<file path="src/rtl/ttt_io_pkg.sv">
// rtl/ttt_io_pkg.sv - shared opcodes, stage codes and assembler state for the host I/O front-end
// Purpose: common definitions imported by ttt_packet_io and its submodules.
// Ports: none (package).
package ttt_io_pkg;

  localparam logic [3:0] OP_NOP              = 4'b0000;
  localparam logic [3:0] OP_INPUT            = 4'b0001;
  localparam logic [3:0] OP_ADVANCE          = 4'b0010;
  localparam logic [3:0] OP_PROG_DURATION    = 4'b1001;
  localparam logic [3:0] OP_PROG_GOOD_THRESH = 4'b1010;
  localparam logic [3:0] OP_PROG_BAD_THRESH  = 4'b1011;
  localparam logic [3:0] OP_NET_GOOD_W       = 4'b1100;
  localparam logic [3:0] OP_NET_BAD_W        = 4'b1101;
  localparam logic [3:0] OP_NET_INDPTR       = 4'b1110;
  localparam logic [3:0] OP_NET_INDICES      = 4'b1111;

  localparam logic [1:0] STAGE_IDLE    = 2'b00;
  localparam logic [1:0] STAGE_INPUT   = 2'b01;
  localparam logic [1:0] STAGE_ADVANCE = 2'b10;
  localparam logic [1:0] STAGE_OUTPUT  = 2'b11;

  typedef enum logic {
    COLLECT = 1'b0,
    HOLD    = 1'b1
  } asm_state_t;

endpackage

</file>
<file path="src/rtl/ttt_packet_io_if.sv">
// rtl/ttt_packet_io_if.sv - host/core handshake bundle for the packet front-end
// Purpose: groups the beat input, packet output and event/output-word signals.
// Ports: slave = front-end view (drives in_ready, pkt_*, out_*, overflow);
//        master = host/core view (drives in_*, pkt_ready, ev_*, stage, out_ready).
interface ttt_packet_io_if #(
  parameter int IN_WIDTH    = 8,
  parameter int PACKET_BITS = 16,
  parameter int OP_BITS     = 4,
  parameter int PROC_BITS   = 4
);
  logic [IN_WIDTH-1:0]            in_data;
  logic                           in_valid;
  logic                           in_ready;
  logic [OP_BITS-1:0]             pkt_op;
  logic [PACKET_BITS-OP_BITS-1:0] pkt_data;
  logic                           pkt_valid;
  logic                           pkt_ready;
  logic [PROC_BITS-1:0]           ev_proc;
  logic [1:0]                     ev_startstop;
  logic                           ev_valid;
  logic [1:0]                     stage;
  logic [PROC_BITS+3:0]           out_word;
  logic                           out_valid;
  logic                           out_ready;
  logic                           overflow;

  modport slave (
    input  in_data, in_valid, pkt_ready, ev_proc, ev_startstop, ev_valid, stage, out_ready,
    output in_ready, pkt_op, pkt_data, pkt_valid, out_word, out_valid, overflow
  );

  modport master (
    output in_data, in_valid, pkt_ready, ev_proc, ev_startstop, ev_valid, stage, out_ready,
    input  in_ready, pkt_op, pkt_data, pkt_valid, out_word, out_valid, overflow
  );
endinterface

</file>
<file path="src/rtl/ttt_io_event_fifo.sv">
// rtl/ttt_io_event_fifo.sv - registered event FIFO with sticky overflow flag
// Purpose: buffers token events; no fall-through, push-while-full drops and flags.
// Ports: clk, rst_n (sync active-low), push/push_data, pop, head (oldest entry),
//        full, empty, overflow (sticky until reset).
module ttt_io_event_fifo #(
  parameter int WIDTH = 8,
  parameter int DEPTH = 4
) (
  input  logic             clk,
  input  logic             rst_n,
  input  logic             push,
  input  logic [WIDTH-1:0] push_data,
  input  logic             pop,
  output logic [WIDTH-1:0] head,
  output logic             full,
  output logic             empty,
  output logic             overflow
);
  localparam int PTR_W = (DEPTH > 1) ? $clog2(DEPTH) : 1;
  localparam int CNT_W = $clog2(DEPTH + 1);

  logic [WIDTH-1:0] mem [DEPTH];
  logic [PTR_W-1:0] rd_ptr;
  logic [PTR_W-1:0] wr_ptr;
  logic [CNT_W-1:0] count;
  logic             pop_ok;
  logic             push_ok;

  assign full  = (count == CNT_W'(DEPTH));
  assign empty = (count == '0);
  assign head  = mem[rd_ptr];

  // A pop in the same cycle frees the slot, so a push at full still lands.
  assign pop_ok  = pop && !empty;
  assign push_ok = push && (!full || pop_ok);

  always_ff @(posedge clk) begin
    if (!rst_n) begin
      rd_ptr   <= '0;
      wr_ptr   <= '0;
      count    <= '0;
      overflow <= 1'b0;
    end else begin
      // DEPTH is a power of two, so pointers wrap naturally.
      if (push_ok) wr_ptr <= wr_ptr + PTR_W'(1);
      if (pop_ok)  rd_ptr <= rd_ptr + PTR_W'(1);
      case ({push_ok, pop_ok})
        2'b10:   count <= count + CNT_W'(1);
        2'b01:   count <= count - CNT_W'(1);
        default: count <= count;
      endcase
      if (push && full && !pop_ok) overflow <= 1'b1;
    end
  end

  always_ff @(posedge clk) begin
    if (push_ok) mem[wr_ptr] <= push_data;
  end
endmodule

</file>
<file path="src/rtl/ttt_packet_io.sv">
// rtl/ttt_packet_io.sv - host I/O front-end: beat-to-packet assembler and token event FIFO
// Purpose: assembles MSB-first beats into op/data packets with valid/ready, and
//          buffers core token events for the host as {proc, st/sp, stage} words.
// Ports: clk, rst_n (sync active-low), io (ttt_packet_io_if.slave),
//        timeout_pulse (only when TTT_PACKET_IO_TIMEOUT_EN is defined).
// Config: TTT_PACKET_IO_TIMEOUT_EN enables discarding a stalled partial packet.
module ttt_packet_io
  import ttt_io_pkg::*;
#(
  parameter int IN_WIDTH       = 8,
  parameter int PACKET_BITS    = 16,
  parameter int OP_BITS        = 4,
  parameter int PROC_BITS      = 4,
  parameter int FIFO_DEPTH     = 4,
  parameter int TIMEOUT_CYCLES = 255
) (
  input  logic clk,
  input  logic rst_n,
  ttt_packet_io_if.slave io
`ifdef TTT_PACKET_IO_TIMEOUT_EN
  ,
  output logic timeout_pulse
`endif
);
  localparam int BEATS = PACKET_BITS / IN_WIDTH;
  localparam int CNT_W = (BEATS > 1) ? $clog2(BEATS) : 1;
  localparam int EV_W  = PROC_BITS + 4;

  asm_state_t             state;
  logic [PACKET_BITS-1:0] shift;
  logic [PACKET_BITS-1:0] shift_next;
  logic [CNT_W-1:0]       beat_cnt;
  logic                   pkt_valid_q;
  logic                   in_ready_q;
  logic                   last_beat;

  generate
    if (BEATS == 1) begin : g_single_beat
      assign shift_next = in_data_ext(io.in_data);
    end else begin : g_multi_beat
      assign shift_next = {shift[PACKET_BITS-IN_WIDTH-1:0], io.in_data};
    end
  endgenerate

  function automatic logic [PACKET_BITS-1:0] in_data_ext(input logic [IN_WIDTH-1:0] d);
    return PACKET_BITS'(d);
  endfunction

  assign last_beat = (beat_cnt == CNT_W'(BEATS - 1));

`ifdef TTT_PACKET_IO_TIMEOUT_EN
  localparam int TO_W = ($clog2(TIMEOUT_CYCLES + 1) > 8) ? $clog2(TIMEOUT_CYCLES + 1) : 8;
  logic [TO_W-1:0] idle_cnt;
`endif

  always_ff @(posedge clk) begin
    if (!rst_n) begin
      state       <= COLLECT;
      shift       <= '0;
      beat_cnt    <= '0;
      pkt_valid_q <= 1'b0;
      in_ready_q  <= 1'b1;
`ifdef TTT_PACKET_IO_TIMEOUT_EN
      idle_cnt      <= '0;
      timeout_pulse <= 1'b0;
`endif
    end else begin
`ifdef TTT_PACKET_IO_TIMEOUT_EN
      timeout_pulse <= 1'b0;
`endif
      case (state)
        COLLECT: begin
          if (io.in_valid) begin
            shift <= shift_next;
`ifdef TTT_PACKET_IO_TIMEOUT_EN
            idle_cnt <= '0;
`endif
            if (last_beat) begin
              state       <= HOLD;
              beat_cnt    <= '0;
              pkt_valid_q <= 1'b1;
              in_ready_q  <= 1'b0;
            end else begin
              beat_cnt <= beat_cnt + CNT_W'(1);
            end
          end
`ifdef TTT_PACKET_IO_TIMEOUT_EN
          // Idle time only counts while a packet is partly assembled.
          else if (beat_cnt != '0) begin
            if (idle_cnt == TO_W'(TIMEOUT_CYCLES - 1)) begin
              beat_cnt      <= '0;
              shift         <= '0;
              idle_cnt      <= '0;
              timeout_pulse <= 1'b1;
            end else begin
              idle_cnt <= idle_cnt + TO_W'(1);
            end
          end else begin
            idle_cnt <= '0;
          end
`endif
        end
        HOLD: begin
          if (io.pkt_ready) begin
            state       <= COLLECT;
            pkt_valid_q <= 1'b0;
            in_ready_q  <= 1'b1;
          end
        end
        default: begin
          state       <= COLLECT;
          pkt_valid_q <= 1'b0;
          in_ready_q  <= 1'b1;
        end
      endcase
    end
  end

  assign io.in_ready  = in_ready_q;
  assign io.pkt_valid = pkt_valid_q;
  assign io.pkt_op    = shift[PACKET_BITS-1 -: OP_BITS];
  assign io.pkt_data  = shift[PACKET_BITS-OP_BITS-1:0];

  logic            ev_push;
  logic [EV_W-1:0] ev_word;
  logic [EV_W-1:0] fifo_head;
  logic            fifo_full;
  logic            fifo_empty;
  logic            fifo_overflow;

  // Events carrying no tokens are not worth reporting to the host.
  assign ev_push = io.ev_valid && (io.ev_startstop != 2'b00);
  assign ev_word = {io.ev_proc, io.ev_startstop, io.stage};

  ttt_io_event_fifo #(
    .WIDTH (EV_W),
    .DEPTH (FIFO_DEPTH)
  ) u_event_fifo (
    .clk       (clk),
    .rst_n     (rst_n),
    .push      (ev_push),
    .push_data (ev_word),
    .pop       (io.out_ready),
    .head      (fifo_head),
    .full      (fifo_full),
    .empty     (fifo_empty),
    .overflow  (fifo_overflow)
  );

  // When nothing is buffered the host still sees the live stage.
  assign io.out_valid = !fifo_empty;
  assign io.out_word  = fifo_empty ? {{PROC_BITS{1'b0}}, 2'b00, io.stage} : fifo_head;
  assign io.overflow  = fifo_overflow;

  logic unused_full;
  assign unused_full = fifo_full;
endmodule

</file>
<file path="src/flat_wrapper.sv">
// flat-port wrapper written by rule: the top's interface ports become plain ports
module ttt_packet_io_flat import ttt_io_pkg::*;
#(
  parameter int IN_WIDTH       = 8,
  parameter int PACKET_BITS    = 16,
  parameter int OP_BITS        = 4,
  parameter int PROC_BITS      = 4,
  parameter int FIFO_DEPTH     = 4,
  parameter int TIMEOUT_CYCLES = 255
)
  (clk, rst_n, io_in_data, io_in_valid, io_pkt_ready, io_ev_proc, io_ev_startstop, io_ev_valid, io_stage, io_out_ready, io_in_ready, io_pkt_op, io_pkt_data, io_pkt_valid, io_out_word, io_out_valid, io_overflow);
  ttt_packet_io_if #(.IN_WIDTH(IN_WIDTH), .PACKET_BITS(PACKET_BITS), .OP_BITS(OP_BITS), .PROC_BITS(PROC_BITS)) io_i ();
  input  logic clk;
  input  logic rst_n;
  input wire logic [$bits(io_i.in_data)-1:0] io_in_data;
  input wire logic [$bits(io_i.in_valid)-1:0] io_in_valid;
  input wire logic [$bits(io_i.pkt_ready)-1:0] io_pkt_ready;
  input wire logic [$bits(io_i.ev_proc)-1:0] io_ev_proc;
  input wire logic [$bits(io_i.ev_startstop)-1:0] io_ev_startstop;
  input wire logic [$bits(io_i.ev_valid)-1:0] io_ev_valid;
  input wire logic [$bits(io_i.stage)-1:0] io_stage;
  input wire logic [$bits(io_i.out_ready)-1:0] io_out_ready;
  output wire logic [$bits(io_i.in_ready)-1:0] io_in_ready;
  output wire logic [$bits(io_i.pkt_op)-1:0] io_pkt_op;
  output wire logic [$bits(io_i.pkt_data)-1:0] io_pkt_data;
  output wire logic [$bits(io_i.pkt_valid)-1:0] io_pkt_valid;
  output wire logic [$bits(io_i.out_word)-1:0] io_out_word;
  output wire logic [$bits(io_i.out_valid)-1:0] io_out_valid;
  output wire logic [$bits(io_i.overflow)-1:0] io_overflow;
  assign io_i.in_data = io_in_data;
  assign io_i.in_valid = io_in_valid;
  assign io_i.pkt_ready = io_pkt_ready;
  assign io_i.ev_proc = io_ev_proc;
  assign io_i.ev_startstop = io_ev_startstop;
  assign io_i.ev_valid = io_ev_valid;
  assign io_i.stage = io_stage;
  assign io_i.out_ready = io_out_ready;
  assign io_in_ready = io_i.in_ready;
  assign io_pkt_op = io_i.pkt_op;
  assign io_pkt_data = io_i.pkt_data;
  assign io_pkt_valid = io_i.pkt_valid;
  assign io_out_word = io_i.out_word;
  assign io_out_valid = io_i.out_valid;
  assign io_overflow = io_i.overflow;
  ttt_packet_io #(.IN_WIDTH(IN_WIDTH), .PACKET_BITS(PACKET_BITS), .OP_BITS(OP_BITS), .PROC_BITS(PROC_BITS), .FIFO_DEPTH(FIFO_DEPTH), .TIMEOUT_CYCLES(TIMEOUT_CYCLES)) u_core (.clk(clk), .rst_n(rst_n), .io(io_i));
endmodule
</file>
<file path="config.mk">
export PLATFORM = sky130hd
export DESIGN_NAME = ttt_packet_io_flat
export DESIGN_NICKNAME = d
export VERILOG_FILES = /design/src/rtl/ttt_io_pkg.sv /design/src/rtl/ttt_packet_io_if.sv /design/src/rtl/ttt_io_event_fifo.sv /design/src/rtl/ttt_packet_io.sv /design/src/flat_wrapper.sv
export SDC_FILE = /design/constraint.sdc
export NUM_CORES = 1
export LEC_CHECK = 0
export CAP_MARGIN = 15
export CORE_ASPECT_RATIO = 1.1
export CORE_MARGIN = 5
export CORE_UTILIZATION = 45
export CTS_BUF_LIST = sky130_fd_sc_hd__clkbuf_8 sky130_fd_sc_hd__clkbuf_16
export DETAILED_ROUTE_END_ITERATION = 8
export GPL_ROUTABILITY_DRIVEN = 0
export PLACE_DENSITY = 0.8
export SETUP_SLACK_MARGIN = 0.5
export SYNTH_ARGS = -nofsm -noshare
export SYNTH_HDL_FRONTEND = slang
export SYNTH_SLANG_ARGS = --single-unit
</file>
<file path="constraint.sdc">
create_clock -name clk -period 1.7 [get_ports clk]
set_input_delay 0.255 -clock clk [delete_from_list [all_inputs] [get_ports clk]]
set_output_delay 0.255 -clock clk [all_outputs]
set_load 0.01 [all_outputs]
</file>
Yosys cells after proc, flatten, opt, wreduce, memory -nomap -nowiden
Memories as Yosys holds them, arrays and structs flattened. A register that Yosys moved wholly into a read port is not among the register bits.
Cells that the tools add are included.
{ "word_totals": {"out_inout_bits": 28, "in_bits": 22, "mem_count": 1, "mem_bits_rw": 32, "regBits": 28} }
{ "classes": {"muxes": 19, "reduce_logical": 14, "eq_ne": 6, "n_bitwise": 1, "n_addsub": 5} }
{ "mem_list": {"columns": ["memory", "words", "width", "rd", "rd_clocked_by_memory_dff", "write_ports", "line", "source"], "rows": [
  ["u_core.u_event_fifo.mem", 4, 8, 1, 1, 1, "ttt_io_event_fifo.sv:22", "logic [WIDTH-1:0] mem [DEPTH];"]
]} }
{ "op_table": {"columns": ["cell", "n"], "rows": [
  ["$mux 1", 12],
  ["$mux 8", 1],
  ["$pmux 1 s2", 3],
  ["$pmux 3 s2", 1],
  ["$logic_and 1x1->1", 5],
  ["$add 2x1->2 const B", 2],
  ["$mux 2", 2],
  ["$ne 2x2->1 const B", 2],
  ["$reduce_bool 2->1", 2],
  ["$add 3x1->3 const B", 1],
  ["$eq 3x3->1 const B", 1],
  ["$logic_not 1->1", 3],
  ["$logic_not 3->1", 1],
  ["$reduce_and 3->1", 1],
  ["$sub 3x1->3 const B", 1],
  ["$eq 2x1->1 const B", 1],
  ["$eq 2x2->1 const B", 1],
  ["$ne 2x1->1 const B", 1],
  ["$reduce_and 2->1", 1],
  ["$add 1x1->1 const B", 1],
  ["$logic_or 1x1->1", 1],
  ["$not 1->1", 1]
]} }

Logic depth before layout (Yosys ltp)
Gate-level depths: netlist of the first run.
{ "depth": {"depth_word": 7, "depth_mapped": 6, "ltp_nobuf": 6} }

Cells and area by module
From an unflattened synthesis of the first run, not the netlist that was laid out.
{ "hier_totals": {"cells_unflattened": 188, "hier_area_um2": 2536.2} }
{ "by_module_without_submodules": {"columns": ["mod", "instances", "area_each_um2", "cells_per_inst"], "rows": [
  ["ttt_io_event_fifo", 1, 1684.1, 100],
  ["ttt_packet_io", 1, 852.1, 88]
]} }

Worst setup path after synthesis of the first run
OpenSTA, ideal clock, no wires.
{ "synth_timing": {"kind": "input -> register", "from": "input io_ev_startstop[1]", "to": "register u_core.u_event_fifo.count[2]", "stages": 5, "path_slack_ps": -123, "required_time_ps": 1582, "t_arrival_ps": 1704, "n_path_buf": 0, "setup_ps": 118, "cell_sequence": "o21ai_0 -> nand2_1 -> fa_1 -> o41a_1 -> mux2i_1"} }
{ "synth_via": {"elab_chain_len": 5, "elab_cells_between_ends": 7, "cone_classes": "2 x eq/ne; 1 x mux; 4 x reduce/logical"} }
{ "synth_lines": {"columns": ["element", "line", "source"], "rows": [
  ["start: declaration", "flat_wrapper.sv:19", "input wire logic [$bits(io_i.ev_startstop)-1:0] io_ev_startstop;"],
  ["$reduce_bool 2->1 (*)", "ttt_packet_io.sv:132", "assign ev_push = io.ev_valid && (io.ev_startstop != 2'b00);"],
  ["$logic_and 1x1->1 (*)", "ttt_packet_io.sv:132", null],
  ["$logic_and 1x1->1 (*)", "ttt_io_event_fifo.sv:35", "assign push_ok = push && (!full || pop_ok);"],
  ["$eq 2x1->1 or $eq 2x2->1 (tied branches)", "ttt_io_event_fifo.sv:47", "case ({push_ok, pop_ok})"],
  ["$pmux 3 s2 or $reduce_bool 2->1 (tied branches)", null, null],
  ["end signal: assignment", "ttt_io_event_fifo.sv:48", "2'b10: count <= count + CNT_W'(1);"],
  ["end signal: assignment", "ttt_io_event_fifo.sv:49", "2'b01: count <= count - CNT_W'(1);"],
  ["end signal: assignment", "ttt_io_event_fifo.sv:50", "default: count <= count;"],
  ["end: declaration", "ttt_io_event_fifo.sv:25", "logic [CNT_W-1:0] count;"]
]} }
Mark *: on every way between the ends. The rest lies on a longest branch, timed or not.
A chain may end at the register's enable or synchronous reset.

==> flow_summary.json, run 1 <==
{
  "portBuffers": 49,
  "synthCells": 193,
  "cp_slowest_stage_delay_ps": 490,
  "clock_sinks": 62,
  "rows": 28,
  "yosys_register_bits": 62,
  "clock-skew-final_ps": 11.5,
  "max_cap_viol_count": 0,
  "period_minus_slack_ps": 1870,
  "via_count": 1690,
  "die-width_um": 81.1,
  "synthesis.area_mm2": 0.00250,
  "fmaxAchievable_mhz": 536,
  "core_area_mm2": 0.00540,
  "clk_path_buf_depth": 2,
  "path_cells": "mux4_2 -> mux2_4 -> buf_6",
  "holdWs_ps": 397,
  "failed_checks": "setup timing",
  "cp_slowest_cell": "mux4_2",
  "setup_ws_ps": -166,
  "netlist.area_leader.share_pct": 38.4,
  "drive_above_1_share_pct": 40.3,
  "critPathCaptureType": "output port",
  "ys_top_cells_by_area": "edfxtp_1, dfxtp_1, mux4_2",
  "worstPathArrival_ps": 1610,
  "syn-num-nets": 220,
  "setup_viol": 9,
  "rsz0062_at_grt": "yes",
  "wl_per_cell_um": 14.6,
  "cts-buffers-inserted": 9,
  "path_clk_slew_ps": 70,
  "hold_viol": 0,
  "drc": 0,
  "synth_area_per_cell_um2": 13.0,
  "grt_pass1_vias": 1734,
  "crit_buf_inv": 1,
  "relSlewSlack_pct": 79.9,
  "drt-total-wl_um": 5150,
  "power.switching_uw": 1490,
  "comb_power_share_pct": 39.8,
  "power-per-cell-area_mw_per_mm2": 1460,
  "synth_common_cells": "nand2_1, edfxtp_1, dfxtp_1",
  "r2r_slack_ps": 0,
  "grt_overflow": 0,
  "final_cells": 354,
  "path_delay_family": "multiplexers",
  "cts_tree": "built",
  "fin_area_mm2": 0.00355,
  "cp-start-kind": "register",
  "dieArea_mm2": 0.00716,
  "postRouteAntennaNets": 0,
  "drt_iter0_markers": 99,
  "grt_pass1_wl_um": 8300,
  "yosys_warnings": 0,
  "syn2layout_area_growth_pct": 42.0,
  "yosysTopAreaCell": "edfxtp_1",
  "antenna_found_initial": 1,
  "clockRootBuffer": "clkbuf_8",
  "fin_setup_tns_ps": -1220,
  "synth.distinct_cells": 29,
  "p_leak_uw": 0.00141,
  "hold_buffers": 0,
  "cp_data_required_time_ps": 1440,
  "dr.pass1.iters": 4,
  "slew_viol_final": 0,
  "cp_max_fo": 3,
  "seqPwrFrac_pct": 36.4,
  "synth-edff-count": 32,
  "hold_path_class": "input pin to register",
  "vdd_drop_max_mv": 0.894,
  "hpwl_um": 3430,
  "grtUsageTotal_pct": 15.8,
  "post_dp_cell_area_mm2": 0.00323,
  "crit_type": "register to output port",
  "nets": 300,
  "die_h_um": 88.2,
  "placed_cells": 327,
  "insertion_delay_ps": 340,
  "initial_utilization_pct": 46.4,
  "p_sw_share_pct": 28.7,
  "synth.most_common_cell": "nand2_1",
  "clkPwrFrac_pct": 23.8,
  "synth_flop_cell": "edfxtp_1",
  "ioPinCount": 50,
  "fin_crit_sh_pct": 110,
  "pre_cts_slack_ps": -389,
  "grt_start_max_net_pins": 18,
  "htree_levels": 3,
  "yosysSeqAreaShare_pct": 62.4,
  "status": "finished with violations",
  "vias_per_cell": 4.77,
  "async_flop_share_pct": 0,
  "worst_pin_slew_ps": 300,
  "intPower_uw": 3700
}
-- registers in the layout, indices dropped and copies added, names as in the netlist, named ones only --
| signal | count |
|---|---|
| u_core.u_event_fifo.mem | 32 |
| u_core.shift | 16 |
| u_core.u_event_fifo.count | 3 |
| u_core.u_event_fifo.rd_ptr | 2 |
| u_core.u_event_fifo.wr_ptr | 2 |
| u_core.beat_cnt | 1 |
| u_core.io.in_ready | 1 |
| u_core.io.pkt_valid | 1 |
| u_core.state | 1 |
| u_core.u_event_fifo.overflow | 1 |
-- per-stage QoR --
step | util [%] | total power (uW)
floorplan | - | 2730
global placement | 59.9 | 3470
detailed placement | 59.9 | 3510
CTS | 65.7 | 5080
global route | 65.9 | 5490
finish | 65.9 | 5200
-- power by group through the flow --
stage	registers (uW)	clock network [uW]	logic, uW
after floorplan	1850	0	878
after global placement	1880	0	1590
after detailed placement	1890	0	1620
after CTS	1880	1260	1940
after global routing	1910	1350	2230
final	1890	1240	2070
-- layout make-up --
class / count / area [um^2]
diodes: 1 / 2.50
clock buffers: 10 / 138
clock inverters: 6 / 53.8
fillers: 414 / 1840
inverters: 6 / 22.5
multi-input cells: 116 / 992
flip-flops and latches: 62 / 1580
well taps: 75 / 93.8
repair buffers: 78 / 672
-- worst paths after layout --
| path | start | to | depth (start not counted) |
|---|---|---|---|
| hold / removal | io_ev_startstop[0] | u_core.u_event_fifo.mem[1][2]$_DFFE_PP_ | 2 |
| setup / recovery | register | io_out_word[1] | 3 |
| hold reg to reg | u_core.shift[15]$_SDFFE_PN0P_ | u_core.shift[15]$_SDFFE_PN0P_ | 2 |
| setup reg to reg | u_core.u_event_fifo.count[1]$_SDFFE_PN0P_ | u_core.u_event_fifo.count[2]$_SDFFE_PN0P_ | 6 |
-- routing by layer --
| metal | up-vias | part of all wire, % | global-route usage (%) |
|---|---|---|---|
| met4 | 0 | 1.8 | 7.37 |
| met3 | 8 | 7.3 | 6.82 |
| met1 | 801 | 42 | 18.1 |
| li1 | 829 | - | - |
| met2 | 52 | 49 | 25.5 |
| met5 | - | 0 | 0 |
-- cell usage in the layout (no fill, tap or decap), drive strengths merged --
cell type,instances
buf,42
nand2,41
edfxtp,32
dfxtp,30
clkbuf,22
a21boi,19
clkdlybuf4s50,18
nor2b,9
and2,9
mux4,8
inv,7
mux2i,4
ha,4
nand2b,4
dlygate4sd2,3
clkdlybuf4s15,3
xnor2,3
clkinv,3
mux2,2
o21ai,2
diode,1
nor3,1
o31a,1
nor4b,1
nor2,1
xor2,1
a21oi,1
or2b,1
nand3,1
o41a,1
o21a,1
fa,1
clkinvlp,1
bufinv,1
-- cell families after synthesis --
| kind of cell | count (synthesis) | synth area share [%] |
|---|---|---|
| AO/OA/AOI/OAI | 25 | 7.55 |
| adder cells (fa/ha/maj) | 5 | 2.80 |
| multiplexers | 14 | 9.70 |
| flip-flops | 62 | 62.4 |
| XOR/XNOR | 4 | 1.40 |
| buffers and inverters | 15 | 2.75 |
| AND/OR/NAND/NOR | 68 | 13.4 |
-- timing repair --
action / 4_1_cts / 5_1_grt
pin swaps: 12 / 6
endpoints found under the setup margin: 70 / 75
buffers inserted: 6 / 4
gates cloned: 0 / 0
gates resized for setup: 112 / 33
Power figures use the tool's default switching activity.
==> run 2: changes to the inputs <==
--- a/config.mk
+++ b/config.mk
@@ -12,7 +12,7 @@
 export CTS_BUF_LIST = sky130_fd_sc_hd__clkbuf_8 sky130_fd_sc_hd__clkbuf_16
 export DETAILED_ROUTE_END_ITERATION = 8
 export GPL_ROUTABILITY_DRIVEN = 0
-export PLACE_DENSITY = 0.8
+export PLACE_DENSITY = 0.77
 export SETUP_SLACK_MARGIN = 0.5
 export SYNTH_ARGS = -nofsm -noshare
 export SYNTH_HDL_FRONTEND = slang
==> constraint.sdc (replaced) <==
create_clock -name clk -period 1.8 [get_ports clk]
set_input_delay 0.27 -clock clk [delete_from_list [all_inputs] [get_ports clk]]
set_output_delay 0.27 -clock clk [all_outputs]
set_load 0.01 [all_outputs]
==> run 2 against run 1 <==
The run still ends with setup timing left. Die area unchanged. Combinational power decreased by 11%. Power decreased by 9.5%. First-iteration DRC count decreased by 26%. Sequential power decreased by 7%. Flip-flop and latch count unchanged. Count of clock-buffer cells in the layout decreased by 1. Critical path type unchanged. Largest cell class unchanged. Largest power group unchanged. Highest routed layer unchanged.
==> flow_summary.json, run 2 (synthesis results as in run 1) <==
{
  "status": "finished with violations",
  "failed_checks": "setup timing",
  "setup_ws_ps": -98.1,
  "dieArea_mm2": 0.00716,
  "clock_sinks": 62,
  "drt-total-wl_um": 5020,
  "antenna_found_initial": 1,
  "path_cells": "mux4_2 -> mux2_4 -> buf_6",
  "regMostFlops": "u_core.u_event_fifo.mem",
  "clkPwrFrac_pct": 23.6,
  "n_fill_cell": 420,
  "hold_path_class": "input pin to register",
  "intPower_uw": 3360,
  "syn2layout_area_growth_pct": 42.6,
  "clk_path_buf_depth": 2,
  "insertion_delay_ps": 330,
  "dr.pass1.iters": 4,
  "clock-skew-final_ps": 8.47,
  "via_count": 1716,
  "ioPinCount": 50,
  "fmaxAchievable_mhz": 527,
  "power-per-cell-area_mw_per_mm2": 1320,
  "clockRootBuffer": "clkbuf_8",
  "fin_crit_sh_pct": 105,
  "crit_buf_inv": 1,
  "cp-start-kind": "register",
  "worstPathArrival_ps": 1630,
  "cp_slowest_cell": "mux4_2",
  "hpwl_um": 3400,
  "wl_per_cell_um": 14.2,
  "cts_tree": "built",
  "grt_overflow": 0,
  "seqPwrFrac_pct": 37.3,
  "hold_viol": 0,
  "portBuffers": 49,
  "rsz0062_at_grt": "yes",
  "final_common_cell": "nand2_1",
  "comb_power_share_pct": 39.1,
  "fin_area_mm2": 0.00357,
  "largest_reg_flops": 32,
  "grt_start_max_net_pins": 17,
  "slew_viol_final": 0,
  "cp_max_fo": 3,
  "largest_registers": "u_core.u_event_fifo.mem: 32 flops, u_core.shift: 16 flops, u_core.u_event_fifo.count: 3 flops",
  "vias_per_cell": 4.86,
  "rows": 28,
  "path_delay_family": "multiplexers",
  "cts-buffers-inserted": 9,
  "initial_utilization_pct": 46.4,
  "post_dp_cell_area_mm2": 0.00322,
  "drc": 0,
  "crit_type": "register to output port",
  "postRouteAntennaNets": 0,
  "p_sw_share_pct": 28.5,
  "vdd_drop_max_mv": 0.653,
  "critPathCaptureType": "output port",
  "cp_slowest_stage_delay_ps": 510,
  "fin_setup_tns_ps": -544,
  "holdCritStartpoint": "io_ev_startstop[1]",
  "drive_above_1_share_pct": 31.0,
  "drt_iter0_markers": 73,
  "grt_pass1_wl_um": 8200,
  "final_cell_mix": "nand2_1, edfxtp_1, dfxtp_1, dlygate4sd2_1",
  "reg2reg_from": "u_core.u_event_fifo.count[1]$_SDFFE_PN0P_",
  "htree_levels": 3,
  "relSlewSlack_pct": 78.5,
  "period_minus_slack_ps": 1900,
  "cp_data_required_time_ps": 1530,
  "p_leak_uw": 0.00145,
  "grt_pass1_vias": 1797,
  "worst_pin_slew_ps": 321,
  "max_cap_viol_count": 0,
  "core_area_mm2": 0.00540,
  "die_h_um": 88.2,
  "grtUsageTotal_pct": 15.3,
  "nets": 299,
  "path_clk_slew_ps": 70,
  "die-width_um": 81.1,
  "power.switching_uw": 1340,
  "setup_viol": 8
}
[run 2: cell count changes in the layout (fill, tap and decap cells not counted), moves of 3 or more]
cell             before  now
dlygate4sd2_1         3   23
clkbuf_2             12    0
buf_2                 8    3
dfxtp_1              21   26
dfxtp_2               6    1
clkdlybuf4s15_2       3    0
[run 2: stage by stage]
step           util [%]  hold WS, ps  total power [uW]  std cells  setup slack (ps)
2_1_floorplan         -          369              2580        193               136
3_3_place_gp       59.6          447              3220        325              -213
3_5_place_dp       59.6          455              3240        325              -218
4_1_cts            64.0          396              4520        345              -114
5_1_grt            66.2          404              4960        353              -148
6_report           66.2          417              4700        353             -98.1
[run 2: cell type report]
cell class | instances | area (um^2) | share of cell area [%]
Tap cell | 75 | 93.8 | 2.63
Timing Repair Buffer | 77 | 711 | 19.9
Sequential cell | 62 | 1570 | 44.1
Multi-Input combinational cell | 116 | 983 | 27.5
Clock buffer | 9 | 124 | 3.47
Inverter | 6 | 22.5 | 0.631
Antenna cell | 1 | 2.50 | 0.0701
Clock inverter | 7 | 58.8 | 1.65
[run 2: repair_timing]
| action | in CTS | in global routing |
|---|---|---|
| buffers inserted | 4 | 7 |
| pin swaps | 6 | 11 |
| endpoints found under the setup margin | 65 | 43 |
| hold buffers | 0 | 0 |
| resized for setup | 82 | 15 |
[run 2: final timing paths]
kind	cells past startpoint	slack, ps	endpoint
hold reg to reg	1	460	u_core.u_event_fifo.overflow$_SDFFE_PN0P_
setup / recovery	3	-100	io_out_word[0]
hold / removal	2	420	u_core.u_event_fifo.mem[3][3]$_DFFE_PP_
setup reg to reg	6	140	u_core.u_event_fifo.count[2]$_SDFFE_PN0P_
[run 2: layer usage]
layer	vias to the layer above	global-route usage, %	part of all wire (%)
met2	55	26.7	52
met4	0	6.45	1.4
met1	827	16.6	39
li1	825	-	-
met3	9	5.70	8.0
met5	-	0	0
[run 2: power by group through the flow]
stage               Combinational, uW  Clock, uW  Sequential, uW
global placement                 1440          0            1780
finish                           1840       1110            1750
global route                     1990       1200            1770
CTS                              1620       1130            1770
detailed placement               1460          0            1780
floorplan                         829          0            1750
==> run 3: changes to the inputs <==
--- a/config.mk
+++ b/config.mk
@@ -16,4 +16,5 @@
 export SETUP_SLACK_MARGIN = 0.5
 export SYNTH_ARGS = -nofsm -noshare
 export SYNTH_HDL_FRONTEND = slang
+export SYNTH_HIERARCHICAL = 1
 export SYNTH_SLANG_ARGS = --single-unit
==> run 3 against run 2 <==
Count of clock-buffer cells in the layout up 1. Largest cell class unchanged. Critical endpoint is now u_core/u_event_fifo/count[2]$_SDFFE_PN0P_. The flow still finishes with violations (setup timing). Final area increased by 2.3%. Area after synthesis up 1.0%.
==> flow_summary.json, run 3 <==
{
  "drt_iter0_markers": 43,
  "power-per-cell-area_mw_per_mm2": 1370,
  "met3_usage_pct": 6.82,
  "ioPinCount": 50,
  "cp_data_required_time_ps": 2070,
  "fin_crit_sh_pct": 111,
  "worst_pin_slew_ps": 258,
  "antenna_cells": 0,
  "clk_path_buf_depth": 2,
  "die-width_um": 81.5,
  "syn2layout_area_growth_pct": 44.3,
  "seqCellArea_mm2": 0.00157,
  "insertion_delay_ps": 330,
  "failed_checks": "setup timing",
  "initial_utilization_pct": 46.6,
  "vias_per_cell": 4.71,
  "met1_usage_pct": 16.7,
  "grt_start_max_net_pins": 40,
  "hold_viol": 0,
  "max_cap_viol_count": 0,
  "worstPathArrival_ps": 2250,
  "via_count": 1633,
  "yosys_warnings": 6,
  "hpwl_um": 3410,
  "cp_max_fo": 4,
  "slew_viol_final": 0,
  "rsz0062_at_grt": "yes",
  "setup_viol": 9,
  "cts_tree": "built",
  "die_h_um": 88.6,
  "p_leak_uw": 0.00151,
  "fmaxAchievable_mhz": 503,
  "synth_area_per_cell_um2": 13.5,
  "clock_sinks": 62,
  "nets": 295,
  "crit_type": "register to register",
  "grt_pass1_vias": 1752,
  "syn-num-nets": 215,
  "portBuffers": 49,
  "cts-buffers-inserted": 9,
  "hold_buffers": 0,
  "grt_pass1_wl_um": 8140,
  "grt_overflow": 0,
  "rows": 28,
  "post_dp_cell_area_mm2": 0.00333,
  "cp-start-kind": "register",
  "largest_reg_flops": 32,
  "antenna_found_initial": 0,
  "clock-skew-final_ps": 9.36,
  "final_cell_mix": "nand2_1, edfxtp_1, dfxtp_1, buf_4",
  "setup_ws_ps": -189,
  "core_area_mm2": 0.00543,
  "drive_above_1_share_pct": 31.6,
  "regMostFlops": "u_core/u_event_fifo/mem",
  "met2_usage_pct": 25.9,
  "grt.busiest_layer": "met2",
  "postRouteAntennaNets": 0,
  "vdd_drop_max_mv": 0.651,
  "path_clk_slew_ps": 70,
  "dr.pass1.iters": 4,
  "r2r_slack_ps": -190,
  "final_core_util_pct": 67.2,
  "synthCells": 187,
  "grtUsageTotal_pct": 15.5,
  "clockRootBuffer": "clkbuf_8",
  "htree_levels": 3,
  "period_minus_slack_ps": 1990,
  "total_power_uw": 5000,
  "final_cells": 347,
  "wl_per_cell_um": 14.2,
  "critPathCaptureType": "register",
  "fin_area_mm2": 0.00365,
  "fin_setup_tns_ps": -917,
  "drt-total-wl_um": 4910,
  "placed_cells": 326,
  "drc": 0,
  "hold_path_class": "register to register",
  "dieArea_mm2": 0.00722,
  "multi_input_area_um2": 980,
  "relSlewSlack_pct": 82.7,
  "synthesis.area_mm2": 0.00253,
  "largest_registers": "u_core/u_event_fifo/mem: 32 flops, u_core/shift: 16 flops, u_core/u_event_fifo/count: 3 flops",
  "n_fill_cell": 399,
  "status": "finished with violations"
}
run 3: what timing repair did:
item,CTS,global route
pin swaps,9,6
resized for setup,80,8
cloned,0,0
setup buffers,3,2
endpoints found under the setup margin,63,48
run 3: cell type report:
type                    instances  share of cell area (%)
repair buffers                 79                    20.9
flip-flops and latches         62                    43.1
well taps                      75                    2.57
clock buffers                  10                    3.77
inverters                       7                   0.720
clock inverters                 6                    2.12
multi-input cells             108                    26.8
run 3: power by group:
part | internal [uW] | leakage [uW] | switching, uW
Combinational | 1200 | 0.000851 | 744
Sequential | 1640 | 0.000540 | 108
Clock | 802 | 0.000119 | 505
run 3: worst max-delay path, stage by stage (launching register included):
cell      delay [ps]
dfxtp_4          360
nor4b_4          320
nor2b_2           90
inv_2             70
ha_4             130
inv_2             30
fa_2             330
xor2_1           160
or3_1            300
a21boi_1         120
run 3: worst paths after layout:
path                                                           startpoint                                   endpoint  cells after the start
worst min-delay path                        u_core/shift[11]$_SDFFE_PN0P_              u_core/shift[11]$_SDFFE_PN0P_                      2
worst max register to register  u_core/u_event_fifo/count[1]$_SDFFE_PN0P_  u_core/u_event_fifo/count[2]$_SDFFE_PN0P_                      9
worst max-delay path            u_core/u_event_fifo/count[1]$_SDFFE_PN0P_  u_core/u_event_fifo/count[2]$_SDFFE_PN0P_                      9
worst min register to register              u_core/shift[11]$_SDFFE_PN0P_              u_core/shift[11]$_SDFFE_PN0P_                      2
run 3: stage by stage:
step | setup slack, ps | hold WS, ps
floorplan | -183 | 369
global placement | -515 | 442
detailed placement | -587 | 448
CTS | -169 | 455
global route | -321 | 487
finish | -189 | 455
run 3: metal layers:
layer  vias up  wire (um)
met5         -          0
met3         9        393
met2        48       2440
met1       757       2020
met4         0         60
li1        819          -
